--- src/rtl/se_sram_mrw_2_req_arbiter.sv ---
// Four-requester, two-port arbiter for a se_sram_mrw_2 dual-port SRAM with round-robin grants,
// same-address hazard deferral and read-response routing. SE_SRAM_ARB_CLEAR_EN adds a post-reset clear.
module se_sram_mrw_2_req_arbiter #(
    parameter int unsigned address_width = 9,
    parameter int unsigned data_width    = 32
) (
    input  logic                         sram_clock,
    input  logic                         reset,
    input  logic [3:0]                   req_valid,
    input  logic [3:0]                   req_read_not_write,
    input  logic [4*address_width-1:0]   req_address,
    input  logic [4*data_width-1:0]      req_write_data,
    output logic [3:0]                   req_ack,
    output logic [3:0]                   rsp_valid,
    output logic [4*data_width-1:0]      rsp_data,
    output logic                         clear_busy,
    output logic                         select_0,
    output logic                         select_1,
    output logic                         read_not_write_0,
    output logic                         read_not_write_1,
    output logic [address_width-1:0]     address_0,
    output logic [address_width-1:0]     address_1,
    output logic [data_width-1:0]        write_data_0,
    output logic [data_width-1:0]        write_data_1,
    input  logic [data_width-1:0]        data_out_0,
    input  logic [data_width-1:0]        data_out_1
);

    localparam int unsigned ClearWidth = address_width - 1;

    logic [ClearWidth-1:0] clear_index;

`ifdef SE_SRAM_ARB_CLEAR_EN
    typedef enum logic {StClear, StRun} clear_state_e;

    clear_state_e          clear_state, clear_state_next;
    logic [ClearWidth-1:0] clear_index_next;

    always_ff @(posedge sram_clock) begin
        if (reset) begin
            clear_state <= StClear;
            clear_index <= '0;
        end else begin
            clear_state <= clear_state_next;
            clear_index <= clear_index_next;
        end
    end

    always_comb begin
        clear_state_next = clear_state;
        clear_index_next = clear_index;
        case (clear_state)
            StClear: begin
                clear_index_next = clear_index + ClearWidth'(1);
                if (clear_index == {ClearWidth{1'b1}}) clear_state_next = StRun;
            end
            default: ;
        endcase
    end

    assign clear_busy = (clear_state == StClear);
`else
    assign clear_index = '0;
    assign clear_busy  = 1'b0;
`endif

    logic [1:0] rr_ptr;
    logic [1:0] scan_idx;
    logic [1:0] first_idx, second_idx;
    logic       first_found, second_found;

    // Walk the requesters starting at the round-robin pointer; pick the first two valid ones.
    always_comb begin
        scan_idx     = '0;
        first_idx    = '0;
        second_idx   = '0;
        first_found  = 1'b0;
        second_found = 1'b0;
        for (int o = 0; o < 4; o++) begin
            scan_idx = rr_ptr + 2'(o);
            if (req_valid[scan_idx]) begin
                if (!first_found) begin
                    first_idx   = scan_idx;
                    first_found = 1'b1;
                end else if (!second_found) begin
                    second_idx   = scan_idx;
                    second_found = 1'b1;
                end
            end
        end
    end

    logic [address_width-1:0] first_addr, second_addr;
    logic [data_width-1:0]    first_wdata, second_wdata;
    logic                     first_read, second_read;
    logic                     hazard, grant_0, grant_1;

    assign first_addr   = req_address[first_idx*address_width +: address_width];
    assign second_addr  = req_address[second_idx*address_width +: address_width];
    assign first_wdata  = req_write_data[first_idx*data_width +: data_width];
    assign second_wdata = req_write_data[second_idx*data_width +: data_width];
    assign first_read   = req_read_not_write[first_idx];
    assign second_read  = req_read_not_write[second_idx];

    // Only read+read may share an address within one cycle.
    assign hazard  = (first_addr == second_addr) && !(first_read && second_read);
    assign grant_0 = first_found && !clear_busy && !reset;
    assign grant_1 = second_found && !hazard && !clear_busy && !reset;

    always_comb begin
        req_ack = '0;
        if (grant_0) req_ack[first_idx] = 1'b1;
        if (grant_1) req_ack[second_idx] = 1'b1;
    end

    logic [1:0] tag_valid;
    logic [1:0] tag_req_0, tag_req_1;

    always_ff @(posedge sram_clock) begin
        if (reset) begin
            rr_ptr    <= '0;
            tag_valid <= '0;
            tag_req_0 <= '0;
            tag_req_1 <= '0;
        end else begin
            tag_valid[0] <= grant_0 && first_read;
            tag_valid[1] <= grant_1 && second_read;
            tag_req_0    <= first_idx;
            tag_req_1    <= second_idx;
            if (grant_1) begin
                rr_ptr <= second_idx + 2'd1;
            end else if (grant_0) begin
                rr_ptr <= first_idx + 2'd1;
            end
        end
    end

    always_comb begin
        rsp_valid = '0;
        rsp_data  = '0;
        if (!reset) begin
            if (tag_valid[0]) begin
                rsp_valid[tag_req_0] = 1'b1;
                rsp_data[tag_req_0*data_width +: data_width] = data_out_0;
            end
            if (tag_valid[1]) begin
                rsp_valid[tag_req_1] = 1'b1;
                rsp_data[tag_req_1*data_width +: data_width] = data_out_1;
            end
        end
    end

    always_comb begin
        select_0         = 1'b0;
        select_1         = 1'b0;
        read_not_write_0 = 1'b1;
        read_not_write_1 = 1'b1;
        address_0        = '0;
        address_1        = '0;
        write_data_0     = '0;
        write_data_1     = '0;
        if (!reset) begin
            if (clear_busy) begin
                // Clear writes an even/odd address pair per cycle.
                select_0         = 1'b1;
                select_1         = 1'b1;
                read_not_write_0 = 1'b0;
                read_not_write_1 = 1'b0;
                address_0        = {clear_index, 1'b0};
                address_1        = {clear_index, 1'b1};
            end else begin
                if (grant_0) begin
                    select_0         = 1'b1;
                    read_not_write_0 = first_read;
                    address_0        = first_addr;
                    write_data_0     = first_wdata;
                end
                if (grant_1) begin
                    select_1         = 1'b1;
                    read_not_write_1 = second_read;
                    address_1        = second_addr;
                    write_data_1     = second_wdata;
                end
            end
        end
    end

endmodule

--- config.mk ---
export PLATFORM = sky130hd
export DESIGN_NAME = se_sram_mrw_2_req_arbiter
export DESIGN_NICKNAME = d
export VERILOG_FILES = /design/src/rtl/se_sram_mrw_2_req_arbiter.sv
export SDC_FILE = /design/constraint.sdc
export NUM_CORES = 1
export LEC_CHECK = 0
export CELL_PAD_IN_SITES_DETAIL_PLACEMENT = 0
export CELL_PAD_IN_SITES_GLOBAL_PLACEMENT = 1
export CORE_AREA = 2 2 181 183
export DETAILED_ROUTE_END_ITERATION = 8
export DIE_AREA = 0 0 183 185
export PLACE_DENSITY_LB_ADDON = 0.2
export SLEW_MARGIN = 20
export SYNTH_ARGS = -nofsm -noshare
export SYNTH_HDL_FRONTEND = slang
export SYNTH_SLANG_ARGS = --single-unit
--- constraint.sdc ---
create_clock -name sram_clock -period 14.5 [get_ports sram_clock]
set_input_delay 2.9 -clock sram_clock [delete_from_list [all_inputs] [get_ports sram_clock]]
set_output_delay 2.9 -clock sram_clock [all_outputs]
set_load 0.02 [all_outputs]
==> results of run 1 <==
-- stage by stage --
step,instances,utilization (%)
after global placement,1614,34.5
final,1623,34.8
after detailed placement,1614,34.5
after floorplan,834,-
after CTS,1617,34.7
after global routing,1621,34.8
-- report_power, final --
group	internal (mW)	leakage, nW	switching, mW
Clock	0.0356	0.0370	0.0109
Sequential	0.0307	0.0665	0.0197
Combinational	0.636	3.75	0.773
-- cell type report --
class	count	share of cell area [%]
Clock buffer	3	0.673
Timing Repair Buffer	474	42.4
Antenna cell	5	0.112
Sequential cell	8	1.44
Multi-Input combinational cell	712	50.4
Inverter	13	0.438
Tap cell	408	4.58
-- metal layers --
metal / up-vias / part of all wire [%] / track usage (%)
met5: - / 0.041 / 0
met4: 2 / 2.2 / 4.16
met3: 34 / 8.4 / 5.52
met2: 344 / 50 / 35.7
met1: 3964 / 40 / 24.0
li1: 3934 / - / -
-- flip-flops by register name (all words and copies together), names as in the netlist --
name	flops
tag_req_0	2
tag_req_1	2
rr_ptr	2
tag_valid	2
-- cell usage in the layout, fill, tap and decap left out, types with 6 or more instances in the layout --
cell type / n
and2_1: 44
o221ai_1: 8
nor2b_1: 10
nand2_1: 23
mux2_2: 40
nand3_1: 6
ha_1: 15
buf_4: 15
xnor2_1: 8
a22oi_1: 132
dfxtp_1: 8
nand2b_1: 7
a211oi_1: 35
mux2i_1: 67
nor2_1: 176
mux4_2: 37
clkdlybuf4s50_1: 458
o21ai_0: 8
a21oi_1: 11
inv_1: 13
-- worst max path at each step --
stage,startpoint,to,slack (ns)
after global routing,req_valid[1],req_ack[2],2.29
after global placement,req_valid[1],address_1[1],2.54
after CTS,req_valid[1],req_ack[2],2.50
final,req_valid[1],req_ack[2],2.78
after detailed placement,req_valid[1],address_1[1],2.50
after floorplan,req_valid[3],address_1[6],5.22
-- critical path: stages --
cell             delay, ns
clkdlybuf4s50_1       1.02
mux4_2                0.40
ha_1                  0.17
inv_1                 0.04
a2111oi_0             0.55
a32oi_1               0.32
nand2_1               0.19
mux2_4                0.69
mux4_2                0.62
xor2_1                0.17
nor4_2                0.33
a31oi_4               0.31
buf_16                0.26
a32o_1                0.27
clkdlybuf4s50_1       0.54
-- logic make-up after synthesis --
| group | synth area share, % |
|---|---|
| mux | 32.0 |
| flops | 2.59 |
| buf+inv | 7.99 |
| other cells | 0.0606 |
| fa+ha+maj | 3.20 |
| xor+xnor | 1.70 |
| compound gates | 29.3 |
| simple gates | 23.1 |
==> run metrics, run 1 <==
die footprint=33900 um^2; ys async rst share=0%; multi-input logic area=between 5000 and 6000 um^2; Site Rows=between 60 and 70; post-CTS setup repair buffer count=0; drt drc=0; worst-case reg-to-reg path depth=12; minimum clock period=roughly 12 ns; Yosys cell types=71; r2r endpoint=tag_valid[1]$_SDFF_PP0_; top-count cell post-synth=nor2_1; Setup Skew=0.00448 ns; worst path required time=11.60 ns; Post-DP HPWL=between 20000 and 30000 um; register area=160 um^2; clock root cell=clkbuf_16; core area=around 32000 um^2; Pleak=about 3.9 nW; Fmax achieved=approximately 85 MHz; first-pass iteration count of the detailed router=4; grt total ovfl=0; sequential area share after synthesis=approximately 2.6%; r2r startpoint=rr_ptr[1]$_SDFFE_PP0P_; DIE WIDTH=183 um; DR vias/cell=a little over 5; startpoint types=primary input; ranking of synthesized cells by area=a22oi_1 16%, mux4_2 13%, mux2i_1 11%; max_slew headroom=29.5%; routed wire length=roughly 36000 um; routability cong.=between 0.8 and 0.9; Fin. Hold Viols=0; Mapped Nets=1087; status=completed; area post-placement=roughly 11000 um^2; Routed wire per std cell=22.4 um; largest area contributor in the netlist=a22oi_1; maxcap violations=0; hold-fix buffers at CTS=0; mean post-synth cell area=about 7.4 um^2; CTS Buffer Depth=2; hold_sp=rr_ptr[1]$_SDFFE_PP0P_; Die Height=about 190 um; count of flip-flops with a built-in enable after synthesis=0; Worst Tran Pin Value=1.06 ns; share of the synthesized area in the top cell type=between 10% and 20%; CP Max Fanout=slightly above 40; layout cells sized above 1=9.59%; Hold Slack=around 1.1 ns; global-route wire length before repair=between 50000 and 60000 um; IO Port Bufs=between 400 and 500; fin crit share=80.8%; Sink Count=8; FF+latch count, synth=8; hold path depth=2; antenna violations before repair=6; TritonCTS clock tree=built; most instantiated cells after synthesis=177 x nor2_1, 132 x a22oi_1, 67 x mux2i_1; effective utilization at floorplan=between 10% and 20%; Syn. warnings=0; largest net degree at the start of global routing=roughly 80; Critical Path AT=8.82 ns; worst skew pair latency=0.23 ns; GRT Util Overall=between 20% and 30%; power per cell area=between 100 and 150 nW/um^2; Syn Inst Count=about 830; max-slew violations=0; Setup Viol. Count Final=0; Hold EP=tag_req_0[1]$_SDFF_PP0_; CTS resizes=0; H-tree levels=1; Pwr Total=approximately 1.5 mW; maximum vdd ir drop=about 0.096 mV; Worst-path clk slew=~0.040 ns; total CTS buffers=3; I/O pin count=about 460; initial DRC count=364; Mapped Area=slightly above 6000 um^2; final instance area=11200 um^2; via count=about 8300; Layout area overhead=80.3%; setup slack after layout=about 2.8 ns; Most used DFF post-synth=dfxtp_1; unrepaired setup endpoints after global routing=no; Fillers=roughly 3400; vias in the first global route=8171; Critical Setup Path Class=in2out; CP endpoint kind=output port; r2r setup slk=9.46 ns; Post-Place Worst Slack=roughly 2.5 ns; hold crit path type=reg2reg; ANT nets after route=0; Final nets=1465; setup TNS=0 ns
No activity file was read; power rests on OpenSTA's default activity.
==> inputs of run 2 (changes only) <==
Settings changed: CORE_AREA 2 2 181 183 to 2 2 180 182, DIE_AREA 0 0 183 185 to 0 0 182 184.
Clock period 14.5 ns to 10 ns, I/O delays scaled along.
==> run 2 against run 1 <==
  * Global-route usage grew 0.43 points
  * Hold slack gained 0.085 ns
  * Clock skew shrank 0.0036 ns
  * Utilization grew 0.81 points
  * Power grew 45%
  * Largest cell class unchanged
  * Routed wire length grew 2.0%
  * Sequential share of layout area is essentially flat
  * Clock power grew 42%
  * Setup slack lost 1.9 ns
  * Critical path depth is the same
==> run metrics, run 2 (same netlist as run 1, synthesis figures left out) <==
CP endpoint kind=output port; TritonCTS clock tree=built; crit-path cells=clkdlybuf4s50_1 -> mux4_2 -> ha_1 -> nand2_1 -> a311oi_2 -> a32oi_1 -> nand2_1 -> mux2_4 -> mux4_2 -> xor2_1 -> nor4_2 -> a31oi_4 -> buf_4 -> and2_1 -> clkdlybuf4s50_1; initial DRC count=399 (+9.6%); hold-fix buffers at CTS=0 (unchanged); CP max stage delay=0.64 ns (-0.38 ns); hold path depth=4 (+2); routed wire length=37000 um (+2.0%); minimum clock period=between 9 and 10 ns; max_slew headroom=33.8% (+4.3 points); startpoint types=primary input; ANT nets after route=0 (unchanged); hold_sp=rr_ptr[1]$_SDFFE_PP0P_; worst path required time=8.00 ns (-3.60 ns); r2r startpoint=rr_ptr[1]$_SDFFE_PP0P_; Worst Path Buf+Inv=3 (-1); Setup Viol. Count Final=0 (unchanged); via count=8405 (+1.5%); Setup Skew=0.000838 ns (-0.00365 ns); first-pass iteration count of the detailed router=5 (+1); Die Height=184 um (-0.54%); grt total ovfl=0 (unchanged); Final nets=1473 (+0.55%); Routed wire per std cell=22.8 um (+2.0%); maximum vdd ir drop=0.138 mV (+44%); layout cells sized above 1=10.2% (+0.59 points); drt drc=0 (unchanged); worst-case reg-to-reg path depth=12 (unchanged); crit path max-delay cell type=clkdlybuf4s50_1; CTS resizes=0 (unchanged); final instance area=11200 um^2 (+0.25%); routability cong.=0.875 (+4.4%); antenna violations before repair=8 (+2); DIE WIDTH=182 um (-0.55%); die footprint=33500 um^2 (-1.1%); largest net degree at the start of global routing=84 (+2.4%); Critical Setup Path Class=in2out; r2r endpoint=tag_valid[1]$_SDFF_PP0_; Worst Tran Pin Value=0.991 ns (-0.0662 ns); status=completed; power per cell area=195 nW/um^2 (+44%); maxcap violations=0 (unchanged); vias in the first global route=8248 (+0.94%); CTS Buffer Depth=2 (unchanged); fin crit share=90.8%; core area=31400 um^2 (-2.0%); setup TNS=0 ns (unchanged); Hold Slack=1.16 ns (+0.0852 ns); Sink Count=8 (unchanged); H-tree levels=1 (unchanged); Post-DP HPWL=29300 um (+2.8%); GRT Util Overall=20.5% (+0.43 points); I/O pin count=461 (unchanged); area post-placement=11100 um^2 (+0.54%); post-CTS setup repair buffer count=0 (unchanged); Hold EP=tag_req_1[1]$_SDFF_PP0_; IO Port Bufs=459 (unchanged); hold crit path type=reg2reg; CP Max Fanout=33 (-20%); Site Rows=65 (-1.5%); CP delay by family, top=buffers and inverters; Critical Path AT=7.08 ns (-1.74 ns); highest-count cells in the layout ignoring fill and taps=458 x clkdlybuf4s50_1, 176 x nor2_1, 132 x a22oi_1, 67 x mux2i_1, 44 x and2_1; max-slew violations=0 (unchanged); Fin. Hold Viols=0 (unchanged); DR vias/cell=5.18 (+1.5%); r2r setup slk=5.45 ns (-4.01 ns); Worst-path clk slew=0.04 ns (about the same); Pleak=3.89 nW (+0.82%); commonest non-fill, non-tap cell in the layout=clkdlybuf4s50_1; Fmax achieved=110 MHz; effective utilization at floorplan=19.7% (+0.40 points); worst skew pair latency=0.23 ns (about the same); global-route wire length before repair=53000 um (+1.1%); unrepaired setup endpoints after global routing=no; clock root cell=clkbuf_16; Layout area overhead=80.7%; total CTS buffers=3 (unchanged)
==> run 2: cell types whose count changed in the layout (fill, tap and decap cells not counted) <==
cell | before | now
buf_4 | 15 | 24
diode_2 | 5 | 3
buf_16 | 1 | 0
==> run 2: worst max path at each step <==
stage            startpoint               end  slack [ns]  cells after the start
2_1_floorplan  req_valid[3]      address_1[6]        2.52                     15
3_3_place_gp   req_valid[1]   write_data_1[1]        1.02                     15
3_5_place_dp   req_valid[1]  write_data_1[22]        0.91                     15
4_1_cts        req_valid[1]  write_data_1[23]        0.86                     15
5_1_grt        req_valid[1]   write_data_1[5]        0.49                     15
6_report       req_valid[1]  write_data_1[23]        0.92                     15
==> run 2: power by group <==
group / total [mW] / switching [mW] / internal (mW)
sequential: 0.0744 / 0.0300 / 0.0445
clock: 0.0661 / 0.0147 / 0.0515
combinational: 2.04 / 1.11 / 0.925
total: 2.18 / 1.16 / 1.02
==> run 2: stage by stage <==
stage / util (%) / instances / power, mW / setup WS (ns)
4_1_cts: 35.6 / 1620 / 2.21 / 0.861
6_report: 35.6 / 1623 / 2.18 / 0.922
5_1_grt: 35.6 / 1621 / 2.33 / 0.491
3_3_place_gp: 35.4 / 1617 / 2.14 / 1.02
2_1_floorplan: - / 834 / 1.36 / 2.52
3_5_place_dp: 35.4 / 1617 / 2.13 / 0.908
==> run 2: per-layer routing <==
layer  GRT usage, %  up-vias  wire length [um]
li1               -     3938                 -
met1           23.5     3997             14000
met2           36.6      408             18300
met3           5.96       52              3420
met4           6.23       10              1160
met5              0        -                74
==> run 2: cell type report <==
| class | instances | area (um^2) |
|---|---|---|
| Tap cell | 402 | 503 |
| Sequential cell | 8 | 160 |
| Fill cell | 3328 | 20200 |
| Antenna cell | 3 | 7.51 |
| Multi-Input combinational cell | 712 | 5620 |
| Inverter | 13 | 48.8 |
| Clock buffer | 3 | 75.1 |
| Timing Repair Buffer | 482 | 4760 |
==> run 2: worst reg2reg max path: cells and delay by family (launching register included) <==
family          cells  cell delay (ns)
mux                 3             1.45
compound gates      3             0.94
simple gates        4             0.83
flops               1             0.83
fa+ha+maj           1             0.22
xor+xnor            1             0.16
